===== src/rtl/ctrl_sequencer.sv =====
// Hardwired fetch/execute control unit for the single-bus datapath.
// Optional feature macro SINGLE_STEP_EN: adds a Step input and a PAUSE state between instructions.
module ctrl_sequencer #(
    parameter int OP_W  = 5,
    parameter int ALU_W = 12
) (
    input  logic             clk,
    input  logic             clr,
`ifdef SINGLE_STEP_EN
    input  logic             Step,
`endif
    input  logic [31:0]      IR,
    input  logic             CON_FF,
    input  logic             Mem_ready,
    output logic             PCout,
    output logic             Zlowout,
    output logic             Zhighout,
    output logic             MDRout,
    output logic             Cout,
    output logic             BAout,
    output logic             Rout,
    output logic             PCin,
    output logic             MARin,
    output logic             MDRin,
    output logic             IRin,
    output logic             Yin,
    output logic             Zin,
    output logic             Rin,
    output logic             CONin,
    output logic             Gra,
    output logic             Grb,
    output logic             Grc,
    output logic             IncPC,
    output logic             Read,
    output logic             Write,
    output logic [ALU_W-1:0] ALUControl,
    output logic             Run,
    output logic             Illegal
);

    typedef enum logic [3:0] {
        T0, T1, T2, T3, T4, T5, T6, T7, HALT
`ifdef SINGLE_STEP_EN
        , PAUSE
`endif
    } state_t;

`ifdef SINGLE_STEP_EN
    localparam state_t DONE_ST = PAUSE;
`else
    localparam state_t DONE_ST = T0;
`endif

    localparam logic [OP_W-1:0] OP_LD   = OP_W'(0);
    localparam logic [OP_W-1:0] OP_ADDI = OP_W'(1);
    localparam logic [OP_W-1:0] OP_ST   = OP_W'(2);
    localparam logic [OP_W-1:0] OP_ADD  = OP_W'(9);
    localparam logic [OP_W-1:0] OP_ROL  = OP_W'(16);
    localparam logic [OP_W-1:0] OP_BR   = OP_W'(19);
    localparam logic [OP_W-1:0] OP_NOP  = OP_W'(26);
    localparam logic [OP_W-1:0] OP_HALT = OP_W'(27);

    state_t          state;
    logic [OP_W-1:0] opcode;
    logic            is_alu, is_addi, is_ld, is_st, is_br, is_mem, is_legal;
    logic            unused_ir;
    logic [ALU_W-1:0] alu_onehot;

    assign opcode    = IR[31 -: OP_W];
    assign unused_ir = ^IR[31-OP_W:0];

    assign is_alu   = (opcode >= OP_ADD) && (opcode <= OP_ROL);
    assign is_addi  = (opcode == OP_ADDI);
    assign is_ld    = (opcode == OP_LD);
    assign is_st    = (opcode == OP_ST);
    assign is_br    = (opcode == OP_BR);
    assign is_mem   = is_ld || is_st;
    assign is_legal = is_alu || is_addi || is_mem || is_br ||
                      (opcode == OP_NOP) || (opcode == OP_HALT);

    // R-type opcodes are contiguous from add, so the one-hot bit is the offset from add.
    assign alu_onehot = ALU_W'(1) << (opcode - OP_ADD);

`ifdef SINGLE_STEP_EN
    logic armed;
`endif

    always_ff @(posedge clk or negedge clr) begin
        if (!clr) begin
            state   <= DONE_ST;
            Illegal <= 1'b0;
`ifdef SINGLE_STEP_EN
            armed   <= 1'b0;
`endif
        end else begin
`ifdef SINGLE_STEP_EN
            // A step is consumed once; Step must drop before another is accepted.
            if (!Step)
                armed <= 1'b1;
            else if (state == PAUSE && armed)
                armed <= 1'b0;
`endif
            case (state)
                T0: state <= T1;
                T1: if (Mem_ready) state <= T2;
                T2: state <= T3;
                T3: begin
                    if (!is_legal)
                        Illegal <= 1'b1;
                    if (opcode == OP_HALT)
                        state <= HALT;
                    else if (is_alu || is_addi || is_mem || is_br)
                        state <= T4;
                    else
                        state <= DONE_ST;
                end
                T4: state <= T5;
                T5: state <= (is_mem || is_br) ? T6 : DONE_ST;
                T6: begin
                    if (is_st)
                        state <= T7;
                    else if (is_ld) begin
                        if (Mem_ready) state <= T7;
                    end else
                        state <= DONE_ST;
                end
                T7: begin
                    if (!is_st || Mem_ready)
                        state <= DONE_ST;
                end
                HALT: state <= HALT;
`ifdef SINGLE_STEP_EN
                PAUSE: if (Step && armed) state <= T0;
`endif
                default: state <= T0;
            endcase
        end
    end

    // Strobes are decoded from the state and the live IR: IR is loaded on the
    // T2->T3 edge, so T3 cannot be precomputed. Reset gates them off at once.
    always_comb begin
        PCout = 1'b0; Zlowout = 1'b0; Zhighout = 1'b0; MDRout = 1'b0;
        Cout = 1'b0; BAout = 1'b0; Rout = 1'b0;
        PCin = 1'b0; MARin = 1'b0; MDRin = 1'b0; IRin = 1'b0; Yin = 1'b0;
        Zin = 1'b0; Rin = 1'b0; CONin = 1'b0;
        Gra = 1'b0; Grb = 1'b0; Grc = 1'b0;
        IncPC = 1'b0; Read = 1'b0; Write = 1'b0;
        ALUControl = '0;
        Run = 1'b1;
        if (clr) begin
            case (state)
                T0: begin PCout = 1'b1; MARin = 1'b1; IncPC = 1'b1; Zin = 1'b1; end
                T1: begin Zlowout = 1'b1; PCin = 1'b1; Read = 1'b1; MDRin = 1'b1; end
                T2: begin MDRout = 1'b1; IRin = 1'b1; end
                T3: begin
                    if (is_alu || is_addi) begin
                        Grb = 1'b1; Rout = 1'b1; Yin = 1'b1;
                    end else if (is_mem) begin
                        Grb = 1'b1; BAout = 1'b1; Yin = 1'b1;
                    end else if (is_br) begin
                        Gra = 1'b1; Rout = 1'b1; CONin = 1'b1;
                    end
                end
                T4: begin
                    if (is_alu) begin
                        Grc = 1'b1; Rout = 1'b1; Zin = 1'b1; ALUControl = alu_onehot;
                    end else if (is_addi || is_mem) begin
                        Cout = 1'b1; Zin = 1'b1; ALUControl[0] = 1'b1;
                    end else if (is_br) begin
                        PCout = 1'b1; Yin = 1'b1;
                    end
                end
                T5: begin
                    if (is_alu || is_addi) begin
                        Zlowout = 1'b1; Gra = 1'b1; Rin = 1'b1;
                    end else if (is_mem) begin
                        Zlowout = 1'b1; MARin = 1'b1;
                    end else if (is_br) begin
                        Cout = 1'b1; Zin = 1'b1; ALUControl[0] = 1'b1;
                    end
                end
                T6: begin
                    if (is_ld) begin
                        Read = 1'b1; MDRin = 1'b1;
                    end else if (is_st) begin
                        Gra = 1'b1; Rout = 1'b1; MDRin = 1'b1;
                    end else if (is_br && CON_FF) begin
                        Zlowout = 1'b1; PCin = 1'b1;
                    end
                end
                T7: begin
                    if (is_ld) begin
                        MDRout = 1'b1; Gra = 1'b1; Rin = 1'b1;
                    end else if (is_st) begin
                        Write = 1'b1;
                    end
                end
                HALT: Run = 1'b0;
`ifdef SINGLE_STEP_EN
                PAUSE: Run = 1'b0;
`endif
                default: Run = 1'b1;
            endcase
        end
    end

endmodule


===== config.mk =====
export PLATFORM = sky130hd
export DESIGN_NAME = ctrl_sequencer
export DESIGN_NICKNAME = d
export VERILOG_FILES = /design/src/rtl/ctrl_sequencer.sv
export SDC_FILE = /design/constraint.sdc
export NUM_CORES = 1
export LEC_CHECK = 0
export ABC_AREA = 1
export CAP_MARGIN = 30
export CORE_MARGIN = 2
export CORE_UTILIZATION = 32
export DETAILED_ROUTE_END_ITERATION = 7
export GPL_TIMING_DRIVEN = 0
export PLACE_DENSITY = 0.81
export SETUP_SLACK_MARGIN = 0.3
export SLEW_MARGIN = 20
export SYNTH_ARGS = -nofsm -noshare
export SYNTH_HDL_FRONTEND = slang
export SYNTH_SLANG_ARGS = --single-unit

===== constraint.sdc =====
create_clock -name clk -period 1.7 [get_ports clk]
set_input_delay 0.425 -clock clk [delete_from_list [all_inputs] [get_ports clk]]
set_output_delay 0.425 -clock clk [all_outputs]
set_load 0.01 [all_outputs]

==> results.cfg <==
[outcome]
outcome = finished, violations left
violations = negative setup slack

[synth]
synth_area_um2 = 825.8
synthesis.instances = 151
avgSynthCellArea_um2 = 5.469
netlist.area_leader.share_pct = 18.18
synth_seq_cells = 5
yosys-top-cells-area = nand2_1 (18%), dfrtp_1 (15%), inv_1 (11%)
synth_cell_types = 25
post-synth-top-area-cell = nand2_1
yosys_warnings = 0
seq_area_frac_synth_pct = 15.15

[setup_path]
cp-end-kind = output pin
criticalPathCategory = flop to output pin
crit_slowest_cell = dfrtp_2
critical_path.cell_chain = nor2_4 > nand3_4 > buf_4 > inv_2 > a21oi_1 > nor2_1 > buf_2
startpoint_type = flop
reg2reg_depth = 9
cp.required_ns = 1.27
cp.depth = 7
max_stage_delay_ns = 0.47
timing.rr.end = state[2]
crit_path_max_fanout = 3
cp_top_family = flip-flops
worstReg2RegStart = state[3]
rrSetupSlack_ns = 0.22
arrival_ns = 1.64
cp_num_buf_inv = 3

[finish]
final_util_pct = 79.82
final_cell_mix = buf_4 (30), buf_2 (24), buf_6 (18)
num-fill-cells = 150
layout_commonest_cell = buf_4
final_area_mm2 = 0.001959
drive_gt1_share_pct = 75.97
area_growth_pct = 137.3
final_nets = 270
diodes = 0

[flow_run]
drv_cap = 0

[cts]
clk_path_buf_depth = 2
hold_buffers = 0
clock-root-buffer = clkbuf_4
cts_tree = done
clock_latency_ns = 0.24
htreeDepth = 1
cts.sinks = 5
cts_inserted_buffers = 3
clk_pin_slew_worst_paths_ns = 0.04

[global_route]
antenna_found_initial = 0
overflow = 0
grt_start_max_net_pins = 13
grt_first_pass_wirelength_um = 5009
grt_use_total_pct = 22.90
grt_pass1_vias = 1170

[timing]
finalClockSkew_ns = 0.003798
slew_viol_final = 0
hold_violations = 0
final.period_utilization_pct = 121.4
fin_crit_ns = 2.063
worst_slack_ns = -0.3630
rsz0062_at_grt = yes
finalSetupViolations = 29
max_freq_ghz = 0.4847

[floorplanning]
dieArea_mm2 = 0.003003
die_h_um = 54.80
initial_core_util_pct = 33.64
die_w_um = 54.80
io_pins = 71
rows = 18
core_mm2 = 0.002455

[routing]
routedWlPerCell_um = 16.46
post-route-drc-count = 0
drt_first_iter_violations = 30
drt_wl_total_um = 4328
ant_nets = 0
dr.pass1.iters = 4
avgViaCountPerCell = 5.198
vias = 1367

[placement]
portBuffers = 38
placed_area_mm2 = 0.001351
place_congestion = 0.9350
pre_cts_ws_ns = -1.216
hpwl_um = 1937

[pwr]
total_power_mw = 2.112
vdd_drop_max_mv = 1.142
power_density_mw_per_mm2 = 1078
power.leakage_nw = 0.9947

[min_path]
hp-class = primary input to async pin
==> cell families (layout without fill, tap and decap cells) <==
family / after synthesis / after routing / share of synthesized area (%)
and+or+nand+nor: 94 / 94 / 53.79
buffers and inverters: 33 / 111 / 17.27
AOI/OAI and AO/OA: 17 / 17 / 12.27
DFF: 5 / 5 / 15.15
other: 1 / 5 / 0.4541
xor gates and xnor gates: 1 / 1 / 1.061
==> cell type report <==
class,instances,area (um^2),area share [%]
multi-input combinational,117,1006,51.34
clock buffer,4,26.28,1.341
tap,30,37.54,1.916
buffer,6,45.04,2.299
inverter,27,116.4,5.939
sequential,5,128.9,6.577
timing repair buffer,74,599.3,30.59
==> metrics by stage <==
step,instances,TNS [ns],hold WS (ns)
global placement,223,-32.01,0.4745
detailed placement,223,-32.61,0.4710
CTS,250,-5.521,0.01047
global route,263,-8.604,0.01596
finish,263,-6.996,0.02976
floorplan,155,0,0.1294
==> how the worst max path moves through the flow <==
| stage | from | slack (ns) | to |
|---|---|---|---|
| floorplan | IR[29] | 0.06 | ALUControl[3] |
| global placement | clr | -1.18 | Zin |
| detailed placement | clr | -1.22 | Zin |
| CTS | state[1] | -0.30 | MARin |
| global route | IR[27] | -0.42 | ALUControl[5] |
| finish | state[3] | -0.36 | Rout |
==> cells in the mapped netlist <==
cell type	n
nor2_1	22
dfrtp_1	5
inv_1	24
nor3_1	3
clkbuf_1	1
inv_2	3
buf_4	5
o31ai_1	2
nand3_2	4
nand3_1	13
o21ai_0	2
xor2_1	1
nand2_2	4
o21bai_1	1
nor2_2	1
o211ai_1	1
nor4_1	1
nand4_1	2
nand3b_1	1
conb_1	1
nand2_1	40
o21ai_2	1
a21oi_1	8
a31oi_1	2
nor2_4	3
==> flip-flops by register name, indices dropped and copies added (netlist names) <==
register / flops
state: 4
Illegal: 1
==> worst reg2reg max path: stages, from the launching register on <==
cell     delay, ns
dfrtp_2       0.47
nor2_4        0.21
buf_6         0.12
buf_6         0.09
buf_6         0.10
nand2_4       0.08
nand3_4       0.12
nand2_4       0.06
nand2_1       0.06
nand2_1       0.05
==> what timing repair did <==
item	in CTS	in global routing
pin swaps	26	29
endpoints found under the setup margin	35	32
gates resized for setup	196	83
setup buffers	23	13
==> per-layer routing <==
layer  track usage (%)  vias to the layer above  share of wire [%]
met5                 0                        -                  0
met4             9.167                        0                2.1
met3             1.639                       10                7.0
met2             43.45                       72                 51
met1             25.91                      646                 40
li1                  -                      639                  -
==> where the power goes <==
group / internal [mW] / total, mW / switching [mW]
sequential: 0.173 / 0.249 / 0.0762
clock: 0.0885 / 0.134 / 0.0453
combinational: 0.764 / 1.73 / 0.965
(Power assumes the default switching activity.)
==> edit 1: new RTL, same flow settings <==
Build with the macro `SINGLE_STEP_EN` defined.
--- a/src/rtl/ctrl_sequencer.sv
+++ b/src/rtl/ctrl_sequencer.sv
@@ -1,4 +1,6 @@
 // Hardwired fetch/execute control unit for the single-bus datapath.
 // Optional feature macro SINGLE_STEP_EN: adds a Step input and a PAUSE state between instructions.
+`define SINGLE_STEP_EN
+
 module ctrl_sequencer #(
     parameter int OP_W  = 5,
Interface: changed (added Step); port bits go from 71 to 72. No check against the original RTL was run, so the function may have changed too.
==> edit 1 against the unedited design <==
The flow still finishes with violations (negative setup slack); clock power is 6% higher; sequential cell count is 1 higher; global-route usage is 2.0 points higher; power is 4.0% higher; core utilization is 12 points lower; register-to-register slack worse by 170 ps; final area is 5.2% higher; setup slack worse by 79 ps; routed wire length is 8.0% higher; sequential share of layout area is 0.95 points higher; area after synthesis is 25% higher; largest power group unchanged; highest routed layer unchanged.
==> edit 1: results (changes against the unedited design) <==
{| class="wikitable"
! Metric !! Value
|-
| Status || finished with violations (unchanged)
|-
| Violations in the final reports || negative setup slack (unchanged)
|-
| Drt total wl || 4670 µm (was 4330 µm)
|-
| Total via count after detailed routing || 1616 (was 1367)
|-
| Final setup violation count || 29 (unchanged)
|-
| Peak supply drop || 0.678 mV (was 1.14 mV)
|-
| Standby leakage power || 1.08 nW (was 0.995 nW)
|-
| Worst hold slack || 205 ps (was 29.8 ps)
|-
| Final Total Pwr || 2.20 mW (was 2.11 mW)
|-
| Global placement routability congestion || 0.894 (was 0.935)
|-
| First-iteration detailed-routing DRC count || 121 (was 30)
|-
| Post-synth top cells || sky130_fd_sc_hd__nand2_1 (47), sky130_fd_sc_hd__inv_1 (32), sky130_fd_sc_hd__nor2_1 (27), sky130_fd_sc_hd__nand3_1 (16) (was sky130_fd_sc_hd__nand2_1 (40), sky130_fd_sc_hd__inv_1 (24), sky130_fd_sc_hd__nor2_1 (22), sky130_fd_sc_hd__nand3_1 (13), sky130_fd_sc_hd__a21oi_1 (8))
|-
| Routed length per placed instance || 14.9 µm (was 16.5 µm)
|-
| Crit Reg-Reg Endpoint || state[1]$_DFFE_PN0P_ (was state[2]$_DFFE_PN0P_)
|-
| Worst Setup SP || state[0]$_DFFE_PN1P_ (was state[3]$_DFFE_PN0P_)
|-
| Worst r2r src || state[2]$_DFFE_PN0P_ (was state[3]$_DFFE_PN0P_)
|-
| Count of cells resized by post-cts repair || 207 (was 196)
|-
| Maximum fanout encountered on the critical timing path || 5 (was 3)
|-
| Critical path destination || Read (was Rout)
|-
| Crit path max-delay cell type || sky130_fd_sc_hd__dfstp_2 (was sky130_fd_sc_hd__dfrtp_2)
|-
| Worst Setup Slack post-DPL || -1420 ps (was -1220 ps)
|-
| Regs by FF count || state (4), Illegal (1), armed (1) (was state (4), Illegal (1))
|-
| Dpl cell area || 1610 µm² (was 1350 µm²)
|-
| Setup slack of the critical path after layout || -442 ps (was -363 ps)
|-
| HPWL after DPL || 2620 µm (was 1940 µm)
|}
[edit 1: layout make-up]
| type | instances | area share, % |
|---|---|---|
| multi-input combinational | 143 | 51.5 |
| clock buffer | 4 | 1.27 |
| buffer | 6 | 2.18 |
| timing repair buffer | 76 | 27.9 |
| sequential | 6 | 7.52 |
| inverter | 35 | 6.98 |
| tap | 44 | 2.67 |
[edit 1: cell families (layout without fill, tap and decap cells)]
logic type	after synthesis	after routing	synth area share, %
and+or+nand+nor	118	118	56.1
AOI/OAI and AO/OA	19	19	11.3
other	1	5	0.363
buffers and inverters	41	121	16.7
xor gates and xnor gates	1	1	0.848
DFF	6	6	14.8
[edit 1: routing by layer]
| layer | global-route usage [%] | vias up | wire length (µm) |
|---|---|---|---|
| met4 | 12.1 | 0 | 168 |
| met3 | 4.48 | 23 | 387 |
| li1 | - | 745 | - |
| met2 | 45.8 | 100 | 2400 |
| met1 | 27.2 | 748 | 1720 |
| met5 | 0 | - | 0 |
==> edit 2: new RTL, same settings <==
Without the edit above. Re-encode `state_t` (9 states) as Gray code, 4 bits wide.
--- a/src/rtl/ctrl_sequencer.sv
+++ b/src/rtl/ctrl_sequencer.sv
@@ -40,5 +40,5 @@
 
     typedef enum logic [3:0] {
-        T0, T1, T2, T3, T4, T5, T6, T7, HALT
+        T0 = 4'b0000, T1 = 4'b0001, T2 = 4'b0011, T3 = 4'b0010, T4 = 4'b0110, T5 = 4'b0111, T6 = 4'b0101, T7 = 4'b0100, HALT = 4'b1100
 `ifdef SINGLE_STEP_EN
         , PAUSE
Formal check against the unedited RTL: same outputs for any inputs over 10 cycles, from zero or initial values; not proved beyond that.
==> edit 2 against the unedited design <==
The run still ends with negative setup slack left; maximum frequency shrank 7.3%; sequential cell count is the same; sequential power grew 4%; critical path depth grew 1; setup slack lost 160 ps; area after synthesis shrank 0.30%; final area grew 7.0%; global-route usage grew 4.9 points; power grew 1.0%; routed wire length grew 17%; count of clock-buffer cells in the layout is the same; synthesized cell count shrank 2.0%; critical path type unchanged; largest power group unchanged.
==> edit 2: results (changes against the unedited design) <==
{| class="wikitable"
! Metric !! Value
|-
| Status || finished with violations (unchanged)
|-
| Violations in the final reports || negative setup slack (unchanged)
|-
| Setup slack of the critical path after layout || -526 ps (was -363 ps)
|-
| Worst hold path type || reg -> reg (was in -> async)
|-
| Share of final-layout standard cells stronger than drive strength 1 || 79.8% (was 76.0%)
|-
| Crit Reg-Reg Endpoint || state[0]$_DFFE_PN0P_ (was state[2]$_DFFE_PN0P_)
|-
| Gate Count Post-Synth || 148 (was 151)
|-
| Peak supply drop || 1.34 mV (was 1.14 mV)
|-
| Area fraction in compound gates after synthesis || 11.7% (was 12.3%)
|-
| Max Clock Skew || 1.13 ps (was 3.80 ps)
|-
| Total Nets Final || 275 (was 270)
|-
| Reg-to-reg slack, setup || 80 ps (was 220 ps)
|-
| Largest delay share family, worst path || simple AND/OR/NAND/NOR gates (was flip-flops)
|-
| Global Route Usage Sum || 27.9% (was 22.9%)
|-
| Final setup violation count || 28 (was 29)
|-
| Largest cells by area after synthesis || sky130_fd_sc_hd__nand2_1 (17%), sky130_fd_sc_hd__dfrtp_1 (15%), sky130_fd_sc_hd__inv_1 (9.1%), sky130_fd_sc_hd__nand3_1 (9.1%), sky130_fd_sc_hd__nor2_1 (6.8%) (was sky130_fd_sc_hd__nand2_1 (18%), sky130_fd_sc_hd__dfrtp_1 (15%), sky130_fd_sc_hd__inv_1 (11%), sky130_fd_sc_hd__nor2_1 (10%), sky130_fd_sc_hd__nand3_1 (7.9%))
|-
| Maximum fanout encountered on the critical timing path || 4 (was 3)
|-
| Crit path max-delay cell type || sky130_fd_sc_hd__dfrtp_1 (was sky130_fd_sc_hd__dfrtp_2)
|-
| Final instance count without filler cells || 268 (was 263)
|-
| Global-route wire length before repair || 5860 µm (was 5010 µm)
|-
| Worst Setup Slack post-DPL || -1260 ps (was -1220 ps)
|-
| Pin count of the biggest net entering global routing || 9 (was 13)
|-
| First-iteration detailed-routing DRC count || 76 (was 30)
|-
| Setup TNS after final layout || -10060 ps (was -7000 ps)
|-
| Psw || 1.08 mW (was 1.09 mW)
|-
| Length in cells of the worst reg-to-reg path || 11 (was 9)
|-
| Drt total wl || 5070 µm (was 4330 µm)
|-
| Netlist cell types || 29 (was 25)
|-
| Fill cell count || 131 (was 150)
|-
| XOR/XNOR Fraction of Synth Area || 0% (was 1.06%)
|-
| Worst hold slack || 476 ps (was 29.8 ps)
|-
| Global placement routability congestion || 0.863 (was 0.935)
|}
[edit 2: final cells by class]
class / instances / area, µm² / area share (%)
plain buffers: 8 / 82.6 / 3.94
clock buffers: 4 / 26.3 / 1.25
inverters: 26 / 133 / 6.32
multi-input cells: 113 / 992 / 47.3
flip-flops and latches: 5 / 129 / 6.15
well taps: 30 / 37.5 / 1.79
repair buffers: 82 / 697 / 33.2
[edit 2: timing repair]
item,CTS,global route
endpoints found under the hold margin,5,0
pin swaps,21,19
setup buffers,30,14
resized for setup,208,43
hold buffers,1,0
endpoints found under the setup margin,35,32
[edit 2: worst max path at each step]
| stage | end | depth (start not counted) | from |
|---|---|---|---|
| global placement | Zin | 9 | IR[28] |
| global route | Zin | 8 | state[3]$_DFFE_PN0P_ |
| finish | Zin | 8 | state[3]$_DFFE_PN0P_ |
| floorplan | ALUControl[0] | 8 | IR[31] |
| CTS | ALUControl[6] | 7 | state[0]$_DFFE_PN0P_ |
| detailed placement | Zin | 9 | IR[28] |
[edit 2: kinds of logic after synthesis]
logic type,Yosys count
and+or+nand+nor,90
DFF,5
buffers and inverters,34
AOI/OAI and AO/OA,18
other,1
[edit 2: power groups by stage]
| stage | Combinational, mW | Clock (mW) | Sequential (mW) |
|---|---|---|---|
| finish | 1.74 | 0.135 | 0.260 |
| global placement | 0.824 | 0 | 0.224 |
| floorplan | 0.549 | 0 | 0.215 |
| CTS | 1.22 | 0.138 | 0.252 |
| detailed placement | 0.842 | 0 | 0.227 |
| global route | 1.82 | 0.149 | 0.264 |
[edit 2: per-layer routing]
layer	track usage (%)	vias to the layer above	share of wire, %
met3	3.83	29	8.2
met5	0	-	0
met4	20.4	0	4.9
met2	46.6	120	50
met1	31.9	689	37
li1	-	655	-
